<file path="src/rtl/image_sharpen_stream.sv">
`default_nettype none
// ============================================================================
//  Module      : image_sharpen_stream
//  Description : Streaming 3x3 Laplacian-style sharpen filter (4- or 8-
//                neighbour kernel) with zero-padded borders and optional
//                output clamping. Raster-order pixel stream in and out.
//  Revision    : 1.0 - initial release
// ============================================================================
module image_sharpen_stream #(
    parameter int IMG_W = 128,
    parameter int IMG_H = 128,
    parameter int PIX_W = 8
) (
    input  logic                      clk,
    input  logic                      rst_n,
    input  logic                      in_valid,
    input  logic [PIX_W-1:0]          in_pixel,
    output logic                      in_ready,
    input  logic                      mode,
    input  logic                      sat_en,
    output logic                      out_valid,
    output logic signed [PIX_W+4:0]   out_pixel,
    output logic                      out_eol,
    output logic                      frame_done
);

    localparam int c_OW    = PIX_W + 5;
    // Two full rows plus the two extra taps of the window trailing the newest pixel
    localparam int c_DEPTH = 2 * IMG_W + 2;
    localparam int c_TOTAL = IMG_W * IMG_H + IMG_W + 1;
    localparam int c_CW    = $clog2(c_TOTAL + 1);
    localparam int c_XW    = $clog2(IMG_W);
    localparam int c_YW    = $clog2(IMG_H);

    localparam logic [c_CW-1:0] c_FILL_LAST  = c_CW'(IMG_W);
    localparam logic [c_CW-1:0] c_RUN_LAST   = c_CW'(IMG_W * IMG_H - 1);
    localparam logic [c_CW-1:0] c_FLUSH_LAST = c_CW'(c_TOTAL - 1);
    localparam logic [c_CW-1:0] c_EMIT_MIN   = c_CW'(IMG_W + 1);
    localparam logic [c_XW-1:0] c_XMAX       = c_XW'(IMG_W - 1);
    localparam logic [c_YW-1:0] c_YMAX       = c_YW'(IMG_H - 1);
    localparam logic signed [c_OW-1:0] c_PMAX = c_OW'((1 << PIX_W) - 1);

    typedef enum logic [1:0] {
        S_IDLE  = 2'd0,
        S_FILL  = 2'd1,
        S_RUN   = 2'd2,
        S_FLUSH = 2'd3
    } state_t;

    state_t                  r_state;
    state_t                  w_state_nxt;
    logic [c_CW-1:0]         r_in_cnt;     // pixels (real or flush) pushed this frame
    logic [c_XW-1:0]         r_ccol;       // column of the next output centre
    logic [c_YW-1:0]         r_crow;       // row of the next output centre
    logic                    r_mode;
    logic                    r_sat;
    logic [PIX_W-1:0]        r_line [0:c_DEPTH-1];

    logic                    w_acc;
    logic                    w_adv;
    logic                    w_emit;
    logic [PIX_W-1:0]        w_new;
    logic                    w_up, w_dn, w_lf, w_rt;
    logic signed [c_OW-1:0]  w_c, w_n, w_s, w_e, w_w, w_ne, w_nw, w_se, w_sw;
    logic signed [c_OW-1:0]  w_cross, w_diag, w_raw, w_res;

    // Zero-extend a pixel into the signed datapath, or drop it if it lies outside the image
    function automatic logic signed [c_OW-1:0] tap(input logic [PIX_W-1:0] p, input logic en);
        return en ? $signed({5'b0, p}) : '0;
    endfunction

    assign in_ready = (r_state != S_FLUSH);
    assign w_acc    = in_valid && in_ready;
    // Flush cycles push a dummy pixel so the last row drains at one output per cycle
    assign w_adv    = w_acc || (r_state == S_FLUSH);
    assign w_emit   = w_adv && (r_in_cnt >= c_EMIT_MIN);
    assign w_new    = (r_state == S_FLUSH) ? '0 : in_pixel;

    // Border masks come from the centre position, so stale buffer data never leaks in
    assign w_up = (r_crow != '0);
    assign w_dn = (r_crow != c_YMAX);
    assign w_lf = (r_ccol != '0);
    assign w_rt = (r_ccol != c_XMAX);

    // Window taps relative to the incoming pixel j: r_line[i] holds pixel j-1-i
    assign w_c  = tap(r_line[IMG_W],       1'b1);
    assign w_n  = tap(r_line[2*IMG_W],     w_up);
    assign w_s  = tap(r_line[0],           w_dn);
    assign w_w  = tap(r_line[IMG_W+1],     w_lf);
    assign w_e  = tap(r_line[IMG_W-1],     w_rt);
    assign w_nw = tap(r_line[2*IMG_W+1],   w_up && w_lf);
    assign w_ne = tap(r_line[2*IMG_W-1],   w_up && w_rt);
    assign w_sw = tap(r_line[1],           w_dn && w_lf);
    assign w_se = tap(w_new,               w_dn && w_rt);

    // Kernel arithmetic and optional clamp to the unsigned pixel range
    always_comb begin
        w_cross = w_n + w_s + w_e + w_w;
        w_diag  = w_ne + w_nw + w_se + w_sw;
        if (r_mode) begin
            w_raw = (w_c <<< 3) + w_c - w_cross - w_diag;
        end else begin
            w_raw = (w_c <<< 2) + w_c - w_cross;
        end
        w_res = w_raw;
        if (r_sat) begin
            if (w_raw < 0) begin
                w_res = '0;
            end else if (w_raw > c_PMAX) begin
                w_res = c_PMAX;
            end
        end
    end

    // Two-row delay line; contents are never cleared because borders are masked by counters
    always_ff @(posedge clk) begin
        if (w_adv) begin
            r_line[0] <= w_new;
            for (int i = 1; i < c_DEPTH; i++) begin
                r_line[i] <= r_line[i-1];
            end
        end
    end

    // State register
    always_ff @(posedge clk or negedge rst_n) begin
        if (!rst_n) begin
            r_state <= S_IDLE;
        end else begin
            r_state <= w_state_nxt;
        end
    end

    // Next-state decode: fill until the first window is complete, run, then drain
    always_comb begin
        w_state_nxt = r_state;
        case (r_state)
            S_IDLE:  if (w_acc) w_state_nxt = S_FILL;
            S_FILL:  if (w_acc && r_in_cnt == c_FILL_LAST) w_state_nxt = S_RUN;
            S_RUN:   if (w_acc && r_in_cnt == c_RUN_LAST) w_state_nxt = S_FLUSH;
            S_FLUSH: if (r_in_cnt == c_FLUSH_LAST) w_state_nxt = S_IDLE;
            default: w_state_nxt = S_IDLE;
        endcase
    end

    // Frame counters, per-frame mode capture and registered outputs
    always_ff @(posedge clk or negedge rst_n) begin
        if (!rst_n) begin
            r_in_cnt   <= '0;
            r_ccol     <= '0;
            r_crow     <= '0;
            r_mode     <= 1'b0;
            r_sat      <= 1'b0;
            out_valid  <= 1'b0;
            out_pixel  <= '0;
            out_eol    <= 1'b0;
            frame_done <= 1'b0;
        end else begin
            if (w_adv) begin
                if (r_state == S_FLUSH && r_in_cnt == c_FLUSH_LAST) begin
                    r_in_cnt <= '0;
                end else begin
                    r_in_cnt <= r_in_cnt + c_CW'(1);
                end
            end
            if (r_state == S_IDLE && w_acc) begin
                r_mode <= mode;
                r_sat  <= sat_en;
            end
            if (w_emit) begin
                if (r_ccol == c_XMAX) begin
                    r_ccol <= '0;
                    r_crow <= (r_crow == c_YMAX) ? '0 : r_crow + c_YW'(1);
                end else begin
                    r_ccol <= r_ccol + c_XW'(1);
                end
            end
            out_valid  <= w_emit;
            out_eol    <= w_emit && (r_ccol == c_XMAX);
            frame_done <= w_emit && (r_ccol == c_XMAX) && (r_crow == c_YMAX);
            if (w_emit) begin
                out_pixel <= w_res;
            end
        end
    end

endmodule
`default_nettype wire

</file>
<file path="config.mk">
export PLATFORM = sky130hd
export DESIGN_NAME = image_sharpen_stream
export DESIGN_NICKNAME = d
export VERILOG_FILES = /design/src/rtl/image_sharpen_stream.sv
export SDC_FILE = /design/constraint.sdc
export NUM_CORES = 1
export LEC_CHECK = 0
export CAP_MARGIN = 20
export CORE_ASPECT_RATIO = 0.75
export CORE_MARGIN = 5
export CORE_UTILIZATION = 60
export CTS_CLUSTER_SIZE = 30
export DETAILED_ROUTE_END_ITERATION = 6
export PLACE_DENSITY = 0.78
export RECOVER_POWER = 25
export SLEW_MARGIN = 40
export SYNTH_ARGS = -nofsm -noshare
export SYNTH_HDL_FRONTEND = slang
export SYNTH_SLANG_ARGS = --single-unit
export TNS_END_PERCENT = 1
</file>
<file path="constraint.sdc">
create_clock -name clk -period 70.8 [get_ports clk]
set_input_delay 14.16 -clock clk [delete_from_list [all_inputs] [get_ports clk]]
set_output_delay 14.16 -clock clk [all_outputs]
set_load 0.005 [all_outputs]
</file>
# [After elaboration in Yosys (flattened, before gate mapping)]
# Memories as Yosys holds them, arrays and structs flattened.
# Cells that the tools add are included.
[classes] n_mux=23 reduce_logical=18 eq_ne=15 n_lt_le_gt_ge=3 addsub=14
[ops] cell="8-bit two-way mux" count=9
[ops] cell="13-bit two-way mux" count=4
[ops] cell="10-bit by 8-bit adder with 11-bit output" count=3
[ops] cell="9-bit by 8-bit adder with 10-bit output" count=2
[ops] cell="8-bit by 8-bit adder with 9-bit output" count=2
[ops] cell="15-bit by 1-bit adder with 15-bit output, second input constant" count=1
[ops] cell="15-bit by 14-bit equality test with 1-bit output, second input constant" count=1
[ops] cell="15-bit equality test, second input constant" count=1
[ops] cell="15-bit by 8-bit equality test with 1-bit output, second input constant" count=1
[ops] cell="15-bit by 8-bit >= comparator with 1-bit output, second input constant" count=1
[ops] cell="15-bit two-way mux" count=1
[ops] cell="7-bit by 1-bit adder with 7-bit output, second input constant" count=2
[ops] cell="7-bit equality test, second input constant" count=2
[ops] cell="7-bit two-way mux" count=2
[ops] cell="7-bit inequality test, second input constant" count=2
[ops] cell="7-bit nonzero test" count=2
[ops] cell="13-bit by 9-bit greater-than comparator with 1-bit output, second input constant" count=1
[ops] cell="13-bit by 1-bit < comparator with 1-bit output, second input constant" count=1
[ops] cell="12-bit by 11-bit subtractor with 13-bit output" count=1
[ops] cell="13-bit by 12-bit subtractor with 13-bit output" count=1
[ops] cell="11-bit by 8-bit adder with 12-bit output" count=1
[ops] cell="1-bit logical AND" count=12
[ops] cell="11-bit by 11-bit subtractor with 12-bit output" count=1
[ops] cell="2-bit inequality test, second input constant" count=5
[ops] cell="9 further kinds" count=14
[word_totals] regBits=49 in_bits=13 ramBits=2064 out_inout_bits=17 wordCells=84 mem_count=1
[memory_table] memory="r_line" depth=258 word_bits=8 read_ports=258 rd_clocked_by_memory_dff=0 write_ports=258 line_no="57" source="logic [PIX_W-1:0] r_line [0:c_DEPTH-1];"

# [Depth between registers and ports, before layout]
[depth] ltp_word=12 mapped_depth=32 mapped_depth_nobuf=31

# [Worst setup path after synthesis]
# OpenSTA, ideal clock, no wires.
[synth_timing] path_type="in2reg" from="input port in_valid" to="register r_in_cnt[7]" stages=7 setup_slack_ns=29.211 path_buffers=1 arrival_ns=41.518 path_cell_list="or2_1 buf_2 nand4_1 nor2_1 nand3_1 xor2_1 nor2_1"
[synth_between] elab_chain_len=2
[synth_lines] item="start, declared" line_no="16" source="input logic in_valid,"
[synth_lines] item="1-bit logical AND" line_no="73" source="assign w_acc = in_valid && in_ready;"
[synth_lines] item="1-bit logical OR" line_no="75" source="assign w_adv = w_acc || (r_state == S_FLUSH);"
[synth_lines] item="via w_adv" line_no="60" source="logic w_adv;"
[synth_lines] item="end signal, assigned" line_no="163" source="r_in_cnt <= r_in_cnt + c_CW'(1);"
[synth_lines] item="end, declared" line_no="52" source="logic [c_CW-1:0] r_in_cnt;"
# The timed path passes the listed nets, and every way through them passes these cells.
# A chain may end at the register's enable or synchronous reset.

# [Worst setup path in the final report]
[layout_timing] from="input port in_pixel[1]" to="register out_pixel[6]"
[layout_between] elab_chain_len=10 elab_cells_between_ends=11 cone_classes="3 x add/sub; 2 x order compare; 6 x mux"
[layout_lines] item="start, declared" line_no="17" source="input logic [PIX_W-1:0] in_pixel,"
[layout_lines] item="8-bit two-way mux *" line_no="77" source="assign w_new = (r_state == S_FLUSH) ? '0 : in_pixel;"
[layout_lines] item="via w_new[1]" line_no="62" source="logic [PIX_W-1:0] w_new;"
[layout_lines] item="8-bit two-way mux *" line_no="69" source="return en ? $signed({5'b0, p}) : '0;"
[layout_lines] item="9-bit by 8-bit adder with 10-bit output *" line_no="99" source="w_diag = w_ne + w_nw + w_se + w_sw;"
[layout_lines] item="10-bit by 8-bit adder with 11-bit output *" line_no="99"
[layout_lines] item="13-bit by 12-bit subtractor with 13-bit output *" line_no="101" source="w_raw = (w_c <<< 3) + w_c - w_cross - w_diag;"
[layout_lines] item="13-bit two-way mux *" line_no="100" source="if (r_mode) begin"
[layout_lines] item="13-bit by 9-bit greater-than comparator with 1-bit output" line_no="109" source="end else if (w_raw > c_PMAX) begin"
[layout_lines] item="13-bit two-way mux" line_no="109"
[layout_lines] item="13-bit two-way mux" line_no="107" source="if (w_raw < 0) begin"
[layout_lines] item="13-bit two-way mux *" line_no="106" source="if (r_sat) begin"
[layout_lines] item="end signal, assigned" line_no="182" source="out_pixel <= w_res;"
[layout_lines] item="end, declared" line_no="22" source="output logic signed [PIX_W+4:0] out_pixel,"
# Mark *: on every way through the listed nets, which the timed path passes. The rest lies on a longest branch.

==> results.toml <==
[grt]
track_usage_pct = 17.2
grt-ovfl-total = 0
antenna_found_initial = 8
grt_pass1_vias = 25827
grt_pass1_wl_um = 156000
grt_max_degree = 113

[synthesis]
ys.flop_type = "edfxtp_1"
ys_seq_elements = 2113
yosys_warnings = 0
syn_avg_cell_area_um2 = 24.6
synthArstFlopShare_pct = 2.32
syn_nets = 2894
synth_cells = 2768
ys_types = 68
synth_edf_count = 2064
syn-cell-area_um2 = 68100
synth-seq-area-share_pct = 92.9

[critical_path]
setup.worst_path.start = "in_pixel[1]"
cp.required_ns = 71.39
cpMaxStageDelayCell = "fa_1"
path_buf_inv = 5
crit_path_end = "out_pixel[6]"
reg2reg_from = "r_crow[0]"
r2r_setup_slack_ns = 62.49
crit_top_cell = "fa_1"
cp_max_fo = 8
crit_type = "in -> reg"
worstReg2RegEnd = "out_pixel[6]"
cp.depth = 26
cp-end-kind = "flip-flop"
cp-start-kind = "input pin"
rr_worst_depth = 31
cp_data_arrival_time_ns = 21.01
cp_top_family = "adder cells"
critPathMaxStageDelay_ns = 0.58

[final_layout]
nNetsFinal = 3111
drive_above_1_share_pct = 9.46
area_growth_pct = 11.9
num-fill-cells = 6621
layout_common_cells = "2064 x edfxtp_1, 176 x clkbuf_16, 127 x inv_1, 59 x nand2_1, 57 x fa_1"
fin_cells = 4657
final_common_cell = "edfxtp_1"

[clock_network]
cts_root_buf = "clkbuf_16"
cts_buffer_depth = 3
htree_levels = 4
clock_sinks = 2113
post_cts_resized = 0
numCtsBuffers = 176
clk_latency_ns = 0.79
postCtsHoldBufs = 0
path_clk_slew_ns = 0.06
cts_tree = "yes"
cts_setup_buffers = 0

[job]
drv_cap = 0

[sta]
hold_viol_final = 0
clock_skew_ns = 0.0391
hold_slack_ns = 0.399
finalSetupTns_ns = 0
fmax_mhz = 49.0
tightestPinTransition_ns = 0.813
slew_headroom_pct = 45.6
grt_setup_unrepaired = "no"
fin_crit_sh_pct = 28.8
drv_slew = 0
final.min_clock_period_ns = 20.42
setup-violations-final = 0

[route]
drtIter0Drc = 2606
wl_per_cell_um = 22.0
drtPass1Iterations = 7
drc_errors = 0
wirelength_um = 102000
vias_per_cell = 5.45
vias = 25365
detail-route-antenna-nets = 0

[floorplan]
start_util_pct = 60.2
die_y_um = 302
core_area_um2 = 113000
dieArea_um2 = 120000
placementRows = 107
io-pin-count = 30
fp.dieW_um = 399

[run_status]
run_status = "finished clean"

[place]
dp_hpwl_um = 44000
place_congestion = 0.827
place_inst = 4333
io_buffers = 29

[worst_hold_path]
min_path_type = "reg -> reg"
hp-start = "r_line[156][3]"
-- layout make-up --
| type | count | area (µm²) | share of cell area, % |
|---|---|---|---|
| antenna | 3 | 7.51 | 0.00986 |
| timing repair buffer | 58 | 656 | 0.861 |
| multi-input combinational | 507 | 4280 | 5.62 |
| clock inverter | 109 | 1060 | 1.39 |
| clock buffer | 212 | 4540 | 5.96 |
| sequential | 2113 | 63200 | 83.0 |
| inverter | 129 | 487 | 0.639 |
| tap | 1526 | 1910 | 2.51 |
-- logic make-up (layout without fill, tap and decap cells) --
kind of cell	count (synthesis)	in the layout	share of synthesized area [%]
and+or+nand+nor	239	239	1.88
DFF	2113	2113	92.9
other	0	3	0
AOI/OAI and AO/OA	111	111	1.11
xor gates and xnor gates	35	35	0.450
adders and majority gates	113	113	2.71
buffers and inverters	148	508	0.837
muxes	9	9	0.138
-- state kept, by name, summed over array words and instances, names as in the netlist --
register and count:
r_line 2064, r_in_cnt 15, out_pixel 13, r_ccol 7, r_crow 7, r_state 2
frame_done 1, out_eol 1, out_valid 1, r_mode 1, r_sat 1
-- worst min-delay path by stage --
stage / endpoint / slack [ns] / depth (start not counted)
floorplan: r_line[100][0] / 0.40 / 0
global placement: r_line[148][2] / 0.40 / 0
detailed placement: r_line[105][2] / 0.40 / 0
CTS: r_line[114][6] / 0.39 / 0
global route: r_line[114][6] / 0.40 / 0
finish: r_line[157][3] / 0.40 / 0
-- cells in the mapped netlist (all sizes together) (5+ instances only) --
master | n | area (µm²)
edfxtp | 2064 | 62000
inv | 129 | 487
nand2 | 60 | 228
fa | 57 | 1140
ha | 56 | 701
dfrtp | 49 | 1230
nor2 | 37 | 146
o21ai | 31 | 155
and3 | 29 | 181
nand3 | 25 | 130
and2 | 23 | 144
xnor2 | 21 | 184
a21oi | 17 | 85.1
nand4 | 16 | 100
clkbuf | 15 | 56.3
nor2b | 15 | 93.8
xor2 | 14 | 123
nand2b | 7 | 43.8
o211ai | 7 | 52.6
mux2i | 6 | 60.1
o21bai | 6 | 45.0
a21o | 5 | 37.5
o31ai | 5 | 42.5
-- through the flow --
step                      util, %  setup slack (ns)  cell area (µm²)
after floorplan                 -             29.21            68100
after global placement       62.2             50.07            70400
after detailed placement     62.3             49.95            70500
after CTS                    67.3             50.51            76100
after global routing         67.3             50.16            76100
final                        67.3             50.38            76100
-- routing by layer --
metal  GRT usage [%]  vias to the layer above  wire length, µm
li1                -                    11243                -
met1            25.4                    13225            46600
met2            26.4                      721            47900
met3            3.68                      174             5620
met4            5.55                        2             2220
met5               0                        -               13
Power is not shown: default switching activity piles up to over one toggle a cycle in this logic, so the estimate is an artifact.
